**src/rtl/cordic_host_if_pkg.sv**
```systemverilog
// Shared definitions for the cordic host interface: word layout and function codes.
package cordic_host_if_pkg;

    localparam int TOTAL_WIDTH = 49;

    // Field positions inside an operation/result word
    localparam int FUNC_BIT = 48;
    localparam int X_MSB    = 47;
    localparam int X_LSB    = 32;
    localparam int Y_MSB    = 31;
    localparam int Y_LSB    = 16;
    localparam int Z_MSB    = 15;
    localparam int Z_LSB    = 0;

    typedef enum logic {
        FUNC_ROTATE = 1'b0,
        FUNC_VECTOR = 1'b1
    } func_e;

    // Assemble an operation word from its fields
    function automatic logic [TOTAL_WIDTH-1:0] pack_op(
        input func_e       func,
        input logic [15:0] x,
        input logic [15:0] y,
        input logic [15:0] z
    );
        return {func, x, y, z};
    endfunction

endpackage

```
**src/rtl/cordic_rsp_fifo.sv**
```systemverilog
// First-word-fall-through result FIFO; full/empty derived from an occupancy counter.
module cordic_rsp_fifo
    import cordic_host_if_pkg::*;
#(
    parameter int WIDTH = TOTAL_WIDTH,
    parameter int DEPTH = 8,
    localparam int CNT_W = $clog2(DEPTH + 1)
) (
    input  logic             i_clk,
    input  logic             i_rst,
    input  logic             i_wr,
    input  logic [WIDTH-1:0] i_wdata,
    input  logic             i_rd,
    output logic             o_vld,
    output logic [WIDTH-1:0] o_rdata,
    output logic [CNT_W-1:0] o_count
);

    localparam int AW = $clog2(DEPTH);

    logic [WIDTH-1:0] r_mem [DEPTH];
    logic [AW-1:0]    r_wr_ptr;
    logic [AW-1:0]    r_rd_ptr;
    logic [CNT_W-1:0] r_count;

    logic w_empty;
    logic w_full;
    logic w_do_wr;
    logic w_do_rd;

    assign w_empty = (r_count == '0);
    assign w_full  = (r_count == CNT_W'(DEPTH));
    assign w_do_wr = i_wr && !w_full;
    assign w_do_rd = i_rd && !w_empty;

    // Pointer and occupancy update; pointers wrap naturally at DEPTH
    always_ff @(posedge i_clk or posedge i_rst) begin
        if (i_rst) begin
            r_wr_ptr <= '0;
            r_rd_ptr <= '0;
            r_count  <= '0;
        end else begin
            if (w_do_wr) r_wr_ptr <= r_wr_ptr + 1'b1;
            if (w_do_rd) r_rd_ptr <= r_rd_ptr + 1'b1;
            case ({w_do_wr, w_do_rd})
                2'b10:   r_count <= r_count + 1'b1;
                2'b01:   r_count <= r_count - 1'b1;
                default: r_count <= r_count;
            endcase
        end
    end

    // Storage write; memory contents are deliberately not reset
    always_ff @(posedge i_clk) begin
        if (w_do_wr) r_mem[r_wr_ptr] <= i_wdata;
    end

    assign o_vld   = !w_empty;
    assign o_rdata = r_mem[r_rd_ptr];
    assign o_count = r_count;

    a_no_write_when_full: assert property (@(posedge i_clk) disable iff (i_rst) !(i_wr && w_full));

endmodule

```
**src/rtl/cordic_host_if.sv**
```systemverilog
// Host-side initiator for the cordic: issues requests, tracks credits, buffers results in order.
module cordic_host_if
    import cordic_host_if_pkg::*;
#(
    parameter int TOTAL_WIDTH = cordic_host_if_pkg::TOTAL_WIDTH,
    parameter int DEPTH = 8,
    localparam int CNT_W = $clog2(DEPTH + 1)
) (
    input  logic                   i_clk,
    input  logic                   i_rst,
    input  logic                   s_vld,
    output logic                   s_rdy,
    input  logic [TOTAL_WIDTH-1:0] s_data,
    output logic                   c_vld,
    output logic [TOTAL_WIDTH-1:0] c_data,
    input  logic                   c_rsp_vld,
    input  logic [TOTAL_WIDTH-1:0] c_rsp_data,
    output logic                   m_vld,
    input  logic                   m_rdy,
    output logic [TOTAL_WIDTH-1:0] m_data,
    output logic [CNT_W-1:0]       o_inflight,
    output logic                   o_err_unexp,
    input  logic                   i_clr_err
);

    logic [CNT_W-1:0]       r_credits;
    logic [CNT_W-1:0]       r_inflight;
    logic                   r_c_vld;
    logic [TOTAL_WIDTH-1:0] r_c_data;
    logic                   r_err_unexp;

    logic                   w_accept;
    logic                   w_pop;
    logic                   w_rsp_exp;
    logic                   w_rsp_unexp;
    logic                   w_fifo_vld;
    logic [TOTAL_WIDTH-1:0] w_fifo_data;
    logic [CNT_W-1:0]       w_fifo_count;

    // Ready depends on registered credits only, so s_vld never feeds back into s_rdy
    assign s_rdy       = (r_credits != '0);
    assign w_accept    = s_vld && s_rdy;
    assign w_pop       = w_fifo_vld && m_rdy;
    assign w_rsp_exp   = c_rsp_vld && (r_inflight != '0);
    assign w_rsp_unexp = c_rsp_vld && (r_inflight == '0);

    // Credit counter: one FIFO slot reserved per accepted operation, returned on pop
    always_ff @(posedge i_clk or posedge i_rst) begin
        if (i_rst) begin
            r_credits <= CNT_W'(DEPTH);
        end else begin
            case ({w_accept, w_pop})
                2'b10:   r_credits <= r_credits - 1'b1;
                2'b01:   r_credits <= r_credits + 1'b1;
                default: r_credits <= r_credits;
            endcase
        end
    end

    // In-flight counter: operations issued to the cordic and not yet returned
    always_ff @(posedge i_clk or posedge i_rst) begin
        if (i_rst) begin
            r_inflight <= '0;
        end else begin
            case ({w_accept, w_rsp_exp})
                2'b10:   r_inflight <= r_inflight + 1'b1;
                2'b01:   r_inflight <= r_inflight - 1'b1;
                default: r_inflight <= r_inflight;
            endcase
        end
    end

    // Issue register: one-cycle pulse per accept, data held between pulses
    always_ff @(posedge i_clk or posedge i_rst) begin
        if (i_rst) begin
            r_c_vld  <= 1'b0;
            r_c_data <= '0;
        end else begin
            r_c_vld <= w_accept;
            if (w_accept) r_c_data <= s_data;
        end
    end

    // Sticky unexpected-response flag; a new event outranks a same-cycle clear
    always_ff @(posedge i_clk or posedge i_rst) begin
        if (i_rst) begin
            r_err_unexp <= 1'b0;
        end else if (w_rsp_unexp) begin
            r_err_unexp <= 1'b1;
        end else if (i_clr_err) begin
            r_err_unexp <= 1'b0;
        end
    end

    cordic_rsp_fifo #(
        .WIDTH (TOTAL_WIDTH),
        .DEPTH (DEPTH)
    ) u_rsp_fifo (
        .i_clk   (i_clk),
        .i_rst   (i_rst),
        .i_wr    (w_rsp_exp),
        .i_wdata (c_rsp_data),
        .i_rd    (w_pop),
        .o_vld   (w_fifo_vld),
        .o_rdata (w_fifo_data),
        .o_count (w_fifo_count)
    );

    assign c_vld       = r_c_vld;
    assign c_data      = r_c_data;
    assign m_vld       = w_fifo_vld;
    assign m_data      = w_fifo_data;
    assign o_inflight  = r_inflight;
    assign o_err_unexp = r_err_unexp;

    // Every slot is either a free credit, an operation in flight, or a buffered result
    a_credit_conservation: assert property (@(posedge i_clk) disable iff (i_rst)
        (int'(r_credits) + int'(r_inflight) + int'(w_fifo_count)) == DEPTH);

endmodule

```
**config.mk**
```make
export PLATFORM = sky130hd
export DESIGN_NAME = cordic_host_if
export DESIGN_NICKNAME = d
export VERILOG_FILES = /design/src/rtl/cordic_host_if_pkg.sv /design/src/rtl/cordic_rsp_fifo.sv /design/src/rtl/cordic_host_if.sv
export SDC_FILE = /design/constraint.sdc
export NUM_CORES = 1
export LEC_CHECK = 0
export CAP_MARGIN = 20
export CORE_MARGIN = 2
export CORE_UTILIZATION = 55
export DETAILED_ROUTE_END_ITERATION = 8
export PLACE_DENSITY = 0.83
export RECOVER_POWER = 25
export SKIP_CTS_REPAIR_TIMING = 1
export SYNTH_ARGS = -nofsm -noshare
export SYNTH_HDL_FRONTEND = slang
export SYNTH_SLANG_ARGS = --single-unit
```
**constraint.sdc**
```tcl
create_clock -name i_clk -period 8.2 [get_ports i_clk]
set_input_delay 1.64 -clock i_clk [delete_from_list [all_inputs] [get_ports i_clk]]
set_output_delay 1.64 -clock i_clk [all_outputs]
set_load 0.03 [all_outputs]
```
Word-level counts from Yosys, hierarchy flattened:

Memory sizes are Yosys's and may differ from the RTL's.
Cells that the tools add are included.

* memory bits (writable): 392
* register bits after elaboration: 69
* input port bits: 104
* output and inout port bits: 106
* memories: 1
* word-level logic and storage cells: 47

* $add $sub $neg: 8
* equal/unequal tests: 7
* multiplexer cells: 7
* reduce and logical (&&, ||, !) cells: 16

Memory list
* u_rsp_fifo.r_mem: depth 8, bits a word 49, rd ports 1, clocked after memory_dff 0, write ports 1, line cordic_rsp_fifo.sv:21 `logic [WIDTH-1:0] r_mem [DEPTH];`

Operators with widths (count)
* $pmux 4 s2: 3
* $add 4x1->4 const B: 3
* $sub 4x1->4 const B: 3
* $logic_not 4->1: 2
* $reduce_bool 2->1: 4
* $reduce_bool 4->1: 2
* $add 3x1->3 const B: 2
* $eq 2x1->1 const B: 3
* $eq 2x2->1 const B: 3
* $logic_and 1x1->1: 6
* $eq 4x4->1 const B: 1
* $mux 1: 4
* $logic_not 1->1: 2

Depth between registers and ports, before layout:

Gate-level depths: netlist of the first run.

* word-level depth: 6
* gate-level depth with buffers: 11
* mapped depth without buffers: 11

Modules after synthesis:

From an unflattened synthesis of the first run, not the netlist that was laid out.

* cells, all modules: 802
* area, all modules: 18082.3 um^2

By module, submodules not included
* cordic_rsp_fifo: cells each 632, instances 1, area each 15327.2 um^2
* cordic_host_if: cells each 170, instances 1, area each 2755.1 um^2

Worst setup path before layout of the first run:

Ideal clock, no wire load.

* path kind: input -> register
* from: in c_rsp_vld
* to: mem u_rsp_fifo.r_mem[0][0] (netlist bit) (enable)
* buffers on the path: 0
* data required time: 7.684 ns
* setup time: 0.516 ns
* stages: 4
* setup slack: 2.107 ns
* arrival time: 5.577 ns
* cell sequence: o41ai_1 a21oi_1 nand2b_1 nor3_1

* longest elaborated chain between the ends: 4

RTL lines
* start, declared: line cordic_host_if.sv:16 `input logic c_rsp_vld,`
* $logic_and 1x1->1: line cordic_host_if.sv:44 `assign w_rsp_exp = c_rsp_vld && (r_inflight != '0);`
* $logic_and 1x1->1: line cordic_rsp_fifo.sv:33 `assign w_do_wr = i_wr && !w_full;`
* $mux 1: line cordic_rsp_fifo.sv:55 `if (w_do_wr) r_mem[r_wr_ptr] <= i_wdata;`
* $mux 1 (not written as such): line cordic_rsp_fifo.sv:55
* end, declared: line cordic_rsp_fifo.sv:21

Every way passes these cells.

Final worst setup path of the first run:

* from: reg u_rsp_fifo.r_rd_ptr[0]
* to: out m_data[42]

* longest elaborated chain between the ends: 1

RTL lines
* start, declared: line cordic_rsp_fifo.sv:23 `logic [AW-1:0] r_rd_ptr;`
* start signal, assigned: line cordic_rsp_fifo.sv:44 `if (w_do_rd) r_rd_ptr <= r_rd_ptr + 1'b1;`
* $mem_v2 8x49
* end, declared: line cordic_host_if.sv:20 `output logic [TOTAL_WIDTH-1:0] m_data,`

Every way passes these cells.

==> results.md, run 1 <==
* Post-synth cell types at 38
* Post-Route WL at 34.65 mm
* Synth Flop Type: edfxtp_1
* Number of synthesized flops with an enable pin at 392
* Crit path max-delay family: buffers and inverters
* Min-Delay Path Class: flop to flop
* Final Max Tran Viols at 0
* WL met3 at 2.531 mm
* Starting density of the core at 56.02%
* MaxCap Viol Count at 0
* Initial antenna violation count at 3
* Startpoint Class: flop
* CP peak stage delay at 0.78 ns
* WS Path Type: flop to primary output
* Synth Area per Inst at 22.58 um2
* Power per standard cell area at 213.1 nW/um2
* Synth warn at 0
* Area Overhead vs Synth at 22.36%
* Via density at 5.824
* Slew margin rel. at 40.21%
* Crit path buf inv count at 2
* Die ar. at 33,670 um2
* Post-synthesis sequential area ratio at 76.17%
* Required @ worst endpoint at 6.56 ns
* Post-DP Area at 20,260 um2
* Vias at 8,485
* GRT Util Overall at 20.94%
* Metal-1 WL at 13.54 mm
* Final setup viols at 0
* WP data arrival at 3.64 ns
* Async set-reset flop share out of synthesis at 14.97%
* TritonCTS Buffers at 46
* Synth top area share at 66.42%
* Max Freq at 189.3 MHz
* Slew @ Worst Pin at 0.8969 ns
* Number of buffers inserted by port buffering at 209
* Worst Slack Setup Final at 2.916 ns
* Most frequent cell after synthesis: edfxtp_1
* Crit-path max FO at 45
* Final HPWL DP at 19.39 mm
* CP max-delay cell: buf_4
* Core ar. at 31,640 um2
* Final min period at 5.284 ns
* Status: completed
* P_leak at 7.341 nW
* Synth cell count leaders: edfxtp_1, mux2_2, mux4_2, dfrtp_1, clkbuf_1
* Synthesized area at 17,720 um2
* Flops & latches, synth at 461
* Clock sink count at 461
* Clk slew on worst S/H paths at 0.06 ns
* CTS HTree Levels at 2
* RSZ-0062 raised after global routing: false
* Grt total ovfl at 0
* Crit path capture type: primary output
* CTS root buf: clkbuf_16
* DRC Markers at 0
* Final ANT Viol Nets at 0
* Fin area at 21,680 um2
* First DRT Iteration DRCs at 598
* Place WS at 3.401 ns
* Skew final at 0.01049 ns
* Top post-synthesis cells by area: edfxtp_1, mux4_2, dfrtp_1
* Layout cells sized above 1 at 27.16%
* Crit path cell chain: buf_4, mux4_2, mux2_2, clkdlybuf4s50_1
* Clock Latency Late Sink at 0.55 ns
* IO Pins at 210
* Worst ir drop on vdd at 0.0001763 V
* Routed WL per cell at 23.78 um
* Row count at 65
* First-pass GRT wire length at 52.93 mm
* Final Hold Viols at 0
* Vias in the first global route at 9,195
* Setup TNS at 0 ns
* Top sig layer: met5
* Fin crit share at 64.43%
* Area leader, netlist: edfxtp_1
* Pin count of the biggest net entering global routing at 58
* Nets at 1,136
* Detailed-router iteration count before antenna repair at 5
* Die width at 183.5 um
* Mapped Cells at 785
* Wire length on met2 at 17.93 mm
* CTS max path bufs at 3
* Mapped Nets at 901
* CTS tree: built
* RePlAce Congestion at 0.7140
* Height of the die at 183.5 um
==> final timing paths <==
| kind | startpoint | to | slack (ns) | cells after the start |
|---|---|---|---|---|
| max in group asynchronous | i_rst | u_rsp_fifo.r_rd_ptr[0]$_DFFE_PP0P_ | 5.71 | 3 |
| worst max-delay path | u_rsp_fifo.r_rd_ptr[0]$_DFFE_PP0P_ | m_data[42] | 2.92 | 4 |
| worst min-delay path | u_rsp_fifo.o_count[3]$_DFFE_PP0P_ | u_rsp_fifo.o_count[3]$_DFFE_PP0P_ | 0.49 | 1 |
| min in group asynchronous | i_rst | c_data[45]$_DFFE_PP0P_ | 1.49 | 2 |
| worst min register to register | u_rsp_fifo.o_count[3]$_DFFE_PP0P_ | u_rsp_fifo.o_count[3]$_DFFE_PP0P_ | 0.49 | 1 |
| worst max register to register | r_credits[0]$_DFFE_PP0P_ | r_credits[3]$_DFFE_PP1P_ | 4.78 | 9 |
==> worst register-to-register path, stage by stage, from the launching register on <==
cell and delay [ns]:
dfrtp_1 0.43, or4_4 0.59, nand2_4 0.53, ha_1 0.31, inv_1 0.12, ha_1 0.29
a21o_1 0.20, a2111oi_0 0.46, a31oi_1 0.10, a221o_1 0.32
==> layer usage <==
layer | global-route usage [%] | vias up
li1 | - | 3699
met1 | 26.73 | 4423
met2 | 36.33 | 315
met3 | 5.388 | 46
met4 | 5.056 | 2
met5 | 0 | -
==> metrics by stage <==
stage | util [%] | total power, mW | hold slack (ns) | cells
finish | 68.54 | 4.621 | 0.4947 | 1457
global route | 68.53 | 4.757 | 0.5139 | 1456
CTS | 68.53 | 4.662 | 0.4965 | 1455
detailed placement | 64.03 | 2.676 | 0.4824 | 1374
global placement | 64.03 | 2.672 | 0.4763 | 1374
floorplan | - | 2.600 | 0.4595 | 785
==> flip-flops by register name (all words and copies together), names as in the netlist <==
| register | count |
|---|---|
| c_data | 49 |
| c_vld | 1 |
| o_err_unexp | 1 |
| o_inflight | 4 |
| r_credits | 4 |
| u_rsp_fifo.o_count | 4 |
| u_rsp_fifo.r_mem | 392 |
| u_rsp_fifo.r_rd_ptr | 3 |
| u_rsp_fifo.r_wr_ptr | 3 |
==> area by class of cell <==
type / count / area, um2
fillers: 1934 / 9952
repair buffers: 222 / 2190
clock inverters: 22 / 202.7
diodes: 2 / 5.005
flip-flops and latches: 461 / 13510
clock buffers: 59 / 1221
multi-input cells: 282 / 4029
well taps: 402 / 503.0
inverters: 7 / 26.28
==> cell families after synthesis <==
family / share of synthesized area [%]
muxes: 19.06
xor gates and xnor gates: 0.7908
buffers and inverters: 1.405
AOI/OAI and AO/OA: 0.6143
adders and majority gates: 0.8896
DFF: 76.17
and+or+nand+nor: 1.073
==> cell usage in the layout (no fill, tap or decap), types with 3 or more instances in the layout <==
master           count
buf_4               13
nand2b_1             5
clkdlybuf4s50_1    174
xor2_1               8
clkbuf_1            12
mux4_2              98
clkbuf_16           47
o21ai_0              4
ha_1                11
clkinv_1            10
nor2_4               6
bufinv_16            3
mux2_2             101
a21oi_1              5
xnor2_1              8
dlygate4sd3_1       35
inv_1                6
clkinv_2             4
dfrtp_1             65
edfxtp_1           392
nor2_1               4
nand2_1              7
==> power breakdown <==
| part | total [mW] | switching, mW | leakage [nW] | internal (mW) |
|---|---|---|---|---|
| Clock | 2.00 | 0.848 | 0.694 | 1.15 |
| Combinational | 0.0785 | 0.0374 | 2.17 | 0.0411 |
| Sequential | 2.54 | 0.000162 | 4.47 | 2.54 |
| Total | 4.62 | 0.886 | 7.34 | 3.73 |
Power figures use the tool's default switching activity.
==> inputs of run 2 (changes only) <==
--- a/config.mk
+++ b/config.mk
@@ -7,9 +7,9 @@
 export LEC_CHECK = 0
 export CAP_MARGIN = 20
 export CORE_MARGIN = 2
-export CORE_UTILIZATION = 55
+export CORE_UTILIZATION = 50
 export DETAILED_ROUTE_END_ITERATION = 8
-export PLACE_DENSITY = 0.83
+export PLACE_DENSITY = 0.79
 export RECOVER_POWER = 25
 export SKIP_CTS_REPAIR_TIMING = 1
 export SYNTH_ARGS = -nofsm -noshare
==> constraint.sdc (replaced) <==
create_clock -name i_clk -period 4.5 [get_ports i_clk]
set_input_delay 0.9 -clock i_clk [delete_from_list [all_inputs] [get_ports i_clk]]
set_output_delay 0.9 -clock i_clk [all_outputs]
set_load 0.03 [all_outputs]
==> run 2 against run 1 <==
  * Hold slack gained 0.0077 ns
  * Global-route usage shrank 1.3 points
  * Clock power grew 100%
  * Largest power group unchanged
  * Total power grew 90%
  * Sequential cell count is the same
  * Via count grew 0.47%
  * Critical path type unchanged
  * Core utilization shrank 4.9 points
==> results.md, run 2 (same netlist as run 1, synthesis figures left out) <==
* Crit-path max FO at 36
* Worst ir drop on vdd at 0.0002765 V
* Layout cells sized above 1 at 28.75%
* Vias in the first global route at 9,388
* RSZ-0062 raised after global routing: false
* Largest Register: u_rsp_fifo.r_mem
* Fin crit share at 87.02%
* Detailed-router iteration count before antenna repair at 5
* IO Pins at 210
* Core Util, Final at 63.66%
* Die width at 192.3 um
* Power, Total at 8.795 mW
* Area Overhead vs Synth at 24.69%
* Final HPWL DP at 20.62 mm
* Required @ worst endpoint at 3.60 ns
* Most frequent cells in the layout: edfxtp_1, clkdlybuf4s50_1, mux2_2, mux4_2, dfrtp_1
* Final min period at 3.916 ns
* DRC Markers at 0
* FF/Latch Area at 13,510 um2
* Final setup viols at 0
* RePlAce Congestion at 0.7352
* Starting density of the core at 51.05%
* Max Freq at 255.4 MHz
* CTS root buf: clkbuf_16
* Clock Latency Late Sink at 0.55 ns
* MaxCap Viol Count at 0
* Crit path capture type: primary output
* Min-Delay Path Class: flop to flop
* WP data arrival at 3.02 ns
* WS Path Type: flop to primary output
* Post-Layout Cell Count at 1,526
* Clk slew on worst S/H paths at 0.06 ns
* Fin area at 22,100 um2
* CTS tree: built
* Leading cell type in the layout, fill and taps excluded: edfxtp_1
* Post-DP Area at 20,460 um2
* GRT Util Overall at 19.62%
* Row count at 68
* Crit path cell chain: buf_4, mux4_2, mux2_2, clkdlybuf4s50_1
* Clock sink count at 461
* Number of buffers inserted by port buffering at 209
* Setup TNS at 0 ns
* Initial antenna violation count at 2
* Vias at 8,525
* Filler instances at 2,277
* Via density at 5.587
* Grt total ovfl at 0
* Core ar. at 34,710 um2
* Routed WL per cell at 23.20 um
* CTS HTree Levels at 2
* Crit path max-delay family: buffers and inverters
* Final Max Tran Viols at 0
* Skew final at 0.01884 ns
* Pin count of the biggest net entering global routing at 53
* Die ar. at 36,970 um2
* Slew @ Worst Pin at 0.8400 ns
* Multi-input logic area at 4041 um2
* CTS max path bufs at 3
* Nets at 1,146
* Max reg flops at 392
* TritonCTS Buffers at 47
* Startpoint Class: flop
* Power per standard cell area at 398.0 nW/um2
* Slew margin rel. at 43.92%
* Post-Route WL at 35.40 mm
* CP peak stage delay at 0.77 ns
* Inst Count DP at 1,436
* First DRT Iteration DRCs at 509
* P_leak at 7.493 nW
* Height of the die at 192.3 um
* Status: completed
* Final ANT Viol Nets at 0
* Crit path buf inv count at 2
* Final Hold Viols at 0
* First-pass GRT wire length at 53.89 mm
* CP max-delay cell: dfrtp_4
==> run 2: routing by layer <==
layer / wire, um / vias up / track usage [%]
li1: - / 3721 / -
met1: 14010 / 4428 / 24.72
met2: 17770 / 322 / 33.55
met3: 2851 / 54 / 5.437
met4: 771 / 0 / 5.520
met5: 0 / - / 0
==> run 2: metrics by stage <==
stage | setup slack [ns] | hold WS, ns
after floorplan | 0.4581 | 0.4595
after global placement | 1.061 | 0.4784
after detailed placement | 0.9775 | 0.4841
after CTS | 0.5109 | 0.4960
after global routing | 0.4498 | 0.5203
final | 0.5842 | 0.5024
==> run 2: power breakdown <==
part | total (mW) | internal [mW] | switching, mW
Combinational | 0.143 | 0.0751 | 0.0680
Sequential | 4.64 | 4.64 | 0.000616
Clock | 4.01 | 2.45 | 1.56
Total | 8.79 | 7.16 | 1.63
==> run 2: final timing paths <==
path                                                    start                           endpoint  slack, ns  cells past startpoint
max in group asynchronous                               i_rst           r_credits[3]$_DFFE_PP1P_       2.72                      3
min reg2reg                 u_rsp_fifo.o_count[3]$_DFFE_PP0P_  u_rsp_fifo.o_count[3]$_DFFE_PP0P_       0.50                      1
min                         u_rsp_fifo.o_count[3]$_DFFE_PP0P_  u_rsp_fifo.o_count[3]$_DFFE_PP0P_       0.50                      1
max                        u_rsp_fifo.r_rd_ptr[1]$_DFFE_PP0P_                         m_data[38]       0.58                      4
min in group asynchronous                               i_rst             c_data[41]$_DFFE_PP0P_       0.84                      2
max reg2reg                          r_credits[0]$_DFFE_PP0P_          o_inflight[2]$_DFFE_PP0P_       1.54                     10
==> run 2: worst register-to-register path, stage by stage, from the launching register on <==
cell	delay [ns]
dfrtp_1	0.44
or4_4	0.58
nand2_4	0.09
buf_4	0.52
ha_1	0.41
xor2_1	0.11
ha_1	0.18
a21oi_1	0.14
xor2_1	0.17
nor2_1	0.07
xor2_1	0.14
==> run 2: layout make-up <==
class	instances	area share, %
Tap cell	455	2.576
Multi-Input combinational cell	282	18.29
Timing Repair Buffer	231	10.50
Antenna cell	3	0.03397
Inverter	7	0.1189
Clock buffer	55	5.651
Sequential cell	461	61.13
Clock inverter	32	1.704
==> inputs of run 3 (changes only) <==
--- a/config.mk
+++ b/config.mk
@@ -9,9 +9,10 @@
 export CORE_MARGIN = 2
 export CORE_UTILIZATION = 50
 export DETAILED_ROUTE_END_ITERATION = 8
-export PLACE_DENSITY = 0.79
+export PLACE_DENSITY_LB_ADDON = 0.2
 export RECOVER_POWER = 25
 export SKIP_CTS_REPAIR_TIMING = 1
+export SLEW_MARGIN = 20
 export SYNTH_ARGS = -nofsm -noshare
 export SYNTH_HDL_FRONTEND = slang
 export SYNTH_SLANG_ARGS = --single-unit
==> run 3 against run 2 <==
  * Combinational power barely moved
  * First-iteration DRC count fell by 24%
  * Sequential power barely moved
  * Maximum frequency fell by 1.9%
==> results.md, run 3 (same netlist as run 1, synthesis figures left out) <==
* Status: completed
* Internal power at 6.895 mW
* Power per standard cell area at 385.4 nW/um2
* Max reg flops at 392
* Min-Delay Path Class: flop to flop
* Height of the die at 192.3 um
* Clk slew on worst S/H paths at 0.06 ns
* Leading cell type in the layout, fill and taps excluded: edfxtp_1
* Gate power share at 1.7%
* Startpoint Class: flop
* Worst ir drop on vdd at 0.0002860 V
* DRC Markers at 0
* CP peak stage delay at 0.85 ns
* Final ANT Viol Nets at 0
* Crit path buf inv count at 2
* P_leak at 7.406 nW
* WS Path Type: flop to primary output
* Most frequent cells in the layout: edfxtp_1, clkdlybuf4s50_1, mux2_2, mux4_2, dfrtp_1
* Switching Fraction at 18.55%
* Clock Latency Late Sink at 0.54 ns
* Initial antenna violation count at 4
* Place WS at 0.9504 ns
* Core Util, Final at 63.29%
* R2R setup slack at 1.56 ns
* Clock share of power at 43.5%
* Filler instances at 2,375
* Crit path cell chain: buf_4, mux4_2, mux2_2, clkdlybuf4s50_1
* Grt total ovfl at 0
* Seq pwr share at 54.8%
* Final min period at 3.993 ns
* CP max-delay cell: dfrtp_4
* Pin count of the biggest net entering global routing at 62
* RePlAce Congestion at 0.6919
* NetSw at 1.570 mW
* CTS tree: built
* Slew @ Worst Pin at 0.8501 ns
* Final Hold Viols at 0
* MaxCap Viol Count at 0
* Row count at 68
* Area Overhead vs Synth at 23.96%
* TritonCTS Buffers at 46
* Crit-path max FO at 45
* GRT Util Overall at 18.75%
* Crit path max-delay family: buffers and inverters
* Core ar. at 34,710 um2
* Slew margin rel. at 43.33%
* CTS max path bufs at 3
* Layout cells sized above 1 at 27.78%
* Final HPWL DP at 20.06 mm
* CTS HTree Levels at 2
* Final setup viols at 0
* Number of buffers inserted by port buffering at 209
* Skew final at 0.01334 ns
* Multi-input logic area at 4041 um2
* First-pass GRT wire length at 51.89 mm
* Setup TNS at 0 ns
* Vias in the first global route at 9,008
* WP data arrival at 3.09 ns
* RSZ-0062 raised after global routing: false
* CTS root buf: clkbuf_16
* Detailed-router iteration count before antenna repair at 6
* First DRT Iteration DRCs at 385
* Fin crit share at 88.73%
* FF/Latch Area at 13,510 um2
* Vias at 8,330
* Starting density of the core at 51.05%
* Die ar. at 36,970 um2
* Required @ worst endpoint at 3.60 ns
* Worst Slack Setup Final at 0.5073 ns
* Final Max Tran Viols at 0
* Via density at 5.487
* Largest Register: u_rsp_fifo.r_mem
* IO Pins at 210
* Die width at 192.3 um
* Nets at 1,143
* Routed WL per cell at 22.36 um
* Clock sink count at 461
* Crit path capture type: primary output
* Post-Route WL at 33.95 mm
* Max Freq at 250.5 MHz
==> run 3: cell count changes in the layout (fill, tap and decap cells not counted) <==
cell / change
clkbuf_1: +7
buf_4: -6
bufinv_16: -5
buf_12: +4
clkinv_2: -4
clkinv_4: -3
clkbuf_8: +2
diode_2: -2
clkinv_1: -1
clkinvlp_4: +1
inv_16: -1
==> run 3: routing by layer <==
| layer | routed length, um | GRT usage, % | part of all wire [%] |
|---|---|---|---|
| met5 | 41 | 0 | 0.12 |
| met4 | 628 | 4.580 | 1.8 |
| met2 | 16930 | 31.56 | 50 |
| met3 | 2514 | 5.274 | 7.4 |
| met1 | 13840 | 24.38 | 41 |
==> run 3: area by class of cell <==
class                      instances  share of cell area (%)
antenna                            1                 0.01139
tap                              455                   2.591
clock inverter                    19                  0.7461
sequential                       461                   61.49
inverter                           7                  0.1196
timing repair buffer             229                   10.72
multi-input combinational        282                   18.40
clock buffer                      64                   5.929
==> run 3: metrics by stage <==
stage	std cells	power [mW]	instance area (um2)	hold WS [ns]
floorplan	785	4.738	17730	0.4595
global placement	1434	4.874	20500	0.4601
detailed placement	1434	4.880	20500	0.4619
CTS	1517	8.562	21970	0.4684
global route	1517	8.717	21970	0.5024
finish	1518	8.466	21970	0.4688
==> run 3: power groups by stage <==
stage | logic, mW | clock network, mW | registers (mW)
after detailed placement | 0.154 | 0 | 4.73
after CTS | 0.154 | 3.77 | 4.64
after floorplan | 0.0102 | 0 | 4.73
after global routing | 0.159 | 3.92 | 4.63
after global placement | 0.149 | 0 | 4.73
final | 0.145 | 3.68 | 4.64
==> run 3: worst paths after layout <==
path / from / to / depth (start not counted)
min reg2reg: u_rsp_fifo.r_rd_ptr[2]$_DFFE_PP0P_ / u_rsp_fifo.r_rd_ptr[2]$_DFFE_PP0P_ / 1
max in group asynchronous: i_rst / c_data[19]$_DFFE_PP0P_ / 3
min: u_rsp_fifo.r_rd_ptr[2]$_DFFE_PP0P_ / u_rsp_fifo.r_rd_ptr[2]$_DFFE_PP0P_ / 1
max: u_rsp_fifo.r_rd_ptr[1]$_DFFE_PP0P_ / m_data[33] / 4
max reg2reg: r_credits[0]$_DFFE_PP0P_ / o_inflight[2]$_DFFE_PP0P_ / 10
min in group asynchronous: i_rst / c_data[35]$_DFFE_PP0P_ / 2
==> run 3: worst reg2reg max path, delay by kind of cell (launching register included) <==
kind,cells,cell delay (ns)
AO/OA/AOI/OAI,1,0.15
adder cells (fa/ha/maj),2,0.56
XOR/XNOR,3,0.39
AND/OR/NAND/NOR,3,0.74
flip-flops,1,0.43
buffers and inverters,1,0.53
==> edit, RTL diff (config.mk and constraints of run 3) <==
Put one more register stage on the output `o_err_unexp`, without a reset. The value now appears one clock later. The other outputs are not delayed to match.
--- a/src/rtl/cordic_host_if.sv
+++ b/src/rtl/cordic_host_if.sv
@@ -111,7 +111,9 @@
     assign m_vld       = w_fifo_vld;
     assign m_data      = w_fifo_data;
     assign o_inflight  = r_inflight;
-    assign o_err_unexp = r_err_unexp;
+    always_ff @(posedge i_clk) begin
+        o_err_unexp <= r_err_unexp;
+    end
 
     // Every slot is either a free credit, an operation in flight, or a buffered result
     a_credit_conservation: assert property (@(posedge i_clk) disable iff (i_rst)
Behaviour: not the same (a bounded check fails within 4 cycles, from zero or initial values and one cycle with i_rst high).
==> edit against run 3 <==
  * Via count grew 0.80%
  * Sequential cell count up 1
  * Critical path depth did not move
  * Total power decreased by 2.0%
  * Cell area shrank 0.15%
  * Global-route usage fell by 0.13 points
  * Worst setup slack improved by 0.0051 ns
  * Worst hold slack lost 0.085 ns
  * Area after synthesis increased by 0.11%
  * Synthesized cell count is 0.13% higher
  * Routed wire length down 0.64%
  * Largest cell class unchanged
  * Largest power group unchanged
==> edit: results (changes against run 3) <==
INFO  metric crit_end = m_data[4]
INFO  metric synth_async_sr_flop_share = 14.94% (-0.032 points)
INFO  metric worst_setup_path_startpoint = u_rsp_fifo.r_rd_ptr[0]$_DFFE_PP0P_
INFO  metric yosysSeqAreaShare = 76.20% (about the same)
INFO  metric irDropWorstVdd = 0.2882 mV (+0.77%)
INFO  metric yosys.area_share.xor_xnor = 0.7898% (-0.00089 points)
INFO  metric groute.layer.met3.usage = 5.474% (+0.20 points)
INFO  metric gr-usage-all-layers = 18.62% (-0.13 points)
INFO  metric holdCritStartpoint = r_err_unexp$_DFFE_PP0P_
INFO  metric post_synth_num_cell_types = 39 (+2.6%)
INFO  metric first_global_vias = 8768 (-2.7%)
INFO  metric grt_first_pass_wirelength = 51180 microns (-1.4%)
INFO  metric fin_nets = 1148 (+0.44%)
INFO  metric met3_length = 2584 microns (+2.8%)
INFO  metric antenna_found_initial = 5 (+1)
INFO  metric wl_met1 = 14650 microns (+5.9%)
INFO  metric detailedRoute.firstPassIterationCount = 5 (-1)
INFO  metric mappedNetlistNets = 902 (+0.11%)
INFO  metric complex_gate_fraction_of_the_synthesized_area = 0.6135% (-0.00069 points)
INFO  metric grt_use_met2 = 29.18% (-2.4 points)
INFO  metric period_share = 88.61% (-0.11 points)
INFO  metric outcome = completed
INFO  metric reg2reg_setup_slack = 1.60 ns (+0.04 ns)
INFO  metric place_worst_setup_slack = 1.025 ns (+0.07432 ns)
INFO  metric drt_wl_total = 33730 microns (-0.64%)
INFO  metric leakage = 7.401 nW (about the same)
INFO  metric worst_setup_skew_after_layout = 0.01440 ns (+0.001065 ns)
INFO  metric hpwl = 19460 microns (-3.0%)
==> edit: where the power goes <==
part | internal [mW] | switching (mW) | leakage (nW)
Sequential | 4.65 | 0.000447 | 4.48
Combinational | 0.0744 | 0.0666 | 2.24
Clock | 2.03 | 1.48 | 0.677
==> edit: area by class of cell <==
class	instances	area [sq um]	area share, %
clock buffer	62	1275	5.812
clock inverter	18	106.4	0.4848
inverter	7	26.28	0.1198
multi-input combinational	282	4041	18.42
sequential	462	13530	61.67
tap	455	569.3	2.595
timing repair buffer	232	2390	10.89
==> edit: logic make-up (layout without fill, tap and decap cells) <==
family	Yosys count	in the layout
flip-flops	462	462
multiplexers	202	202
buffers and inverters	42	319
AND/OR/NAND/NOR	35	35
AO/OA/AOI/OAI	17	17
XOR/XNOR	16	16
adder cells (fa/ha/maj)	12	12
==> edit: critical path, cell delays in order, from the launching register on <==
cell	delay, ns
dfrtp_4	0.65
buf_4	0.43
mux4_2	0.56
mux2_2	0.28
clkdlybuf4s50_1	0.60
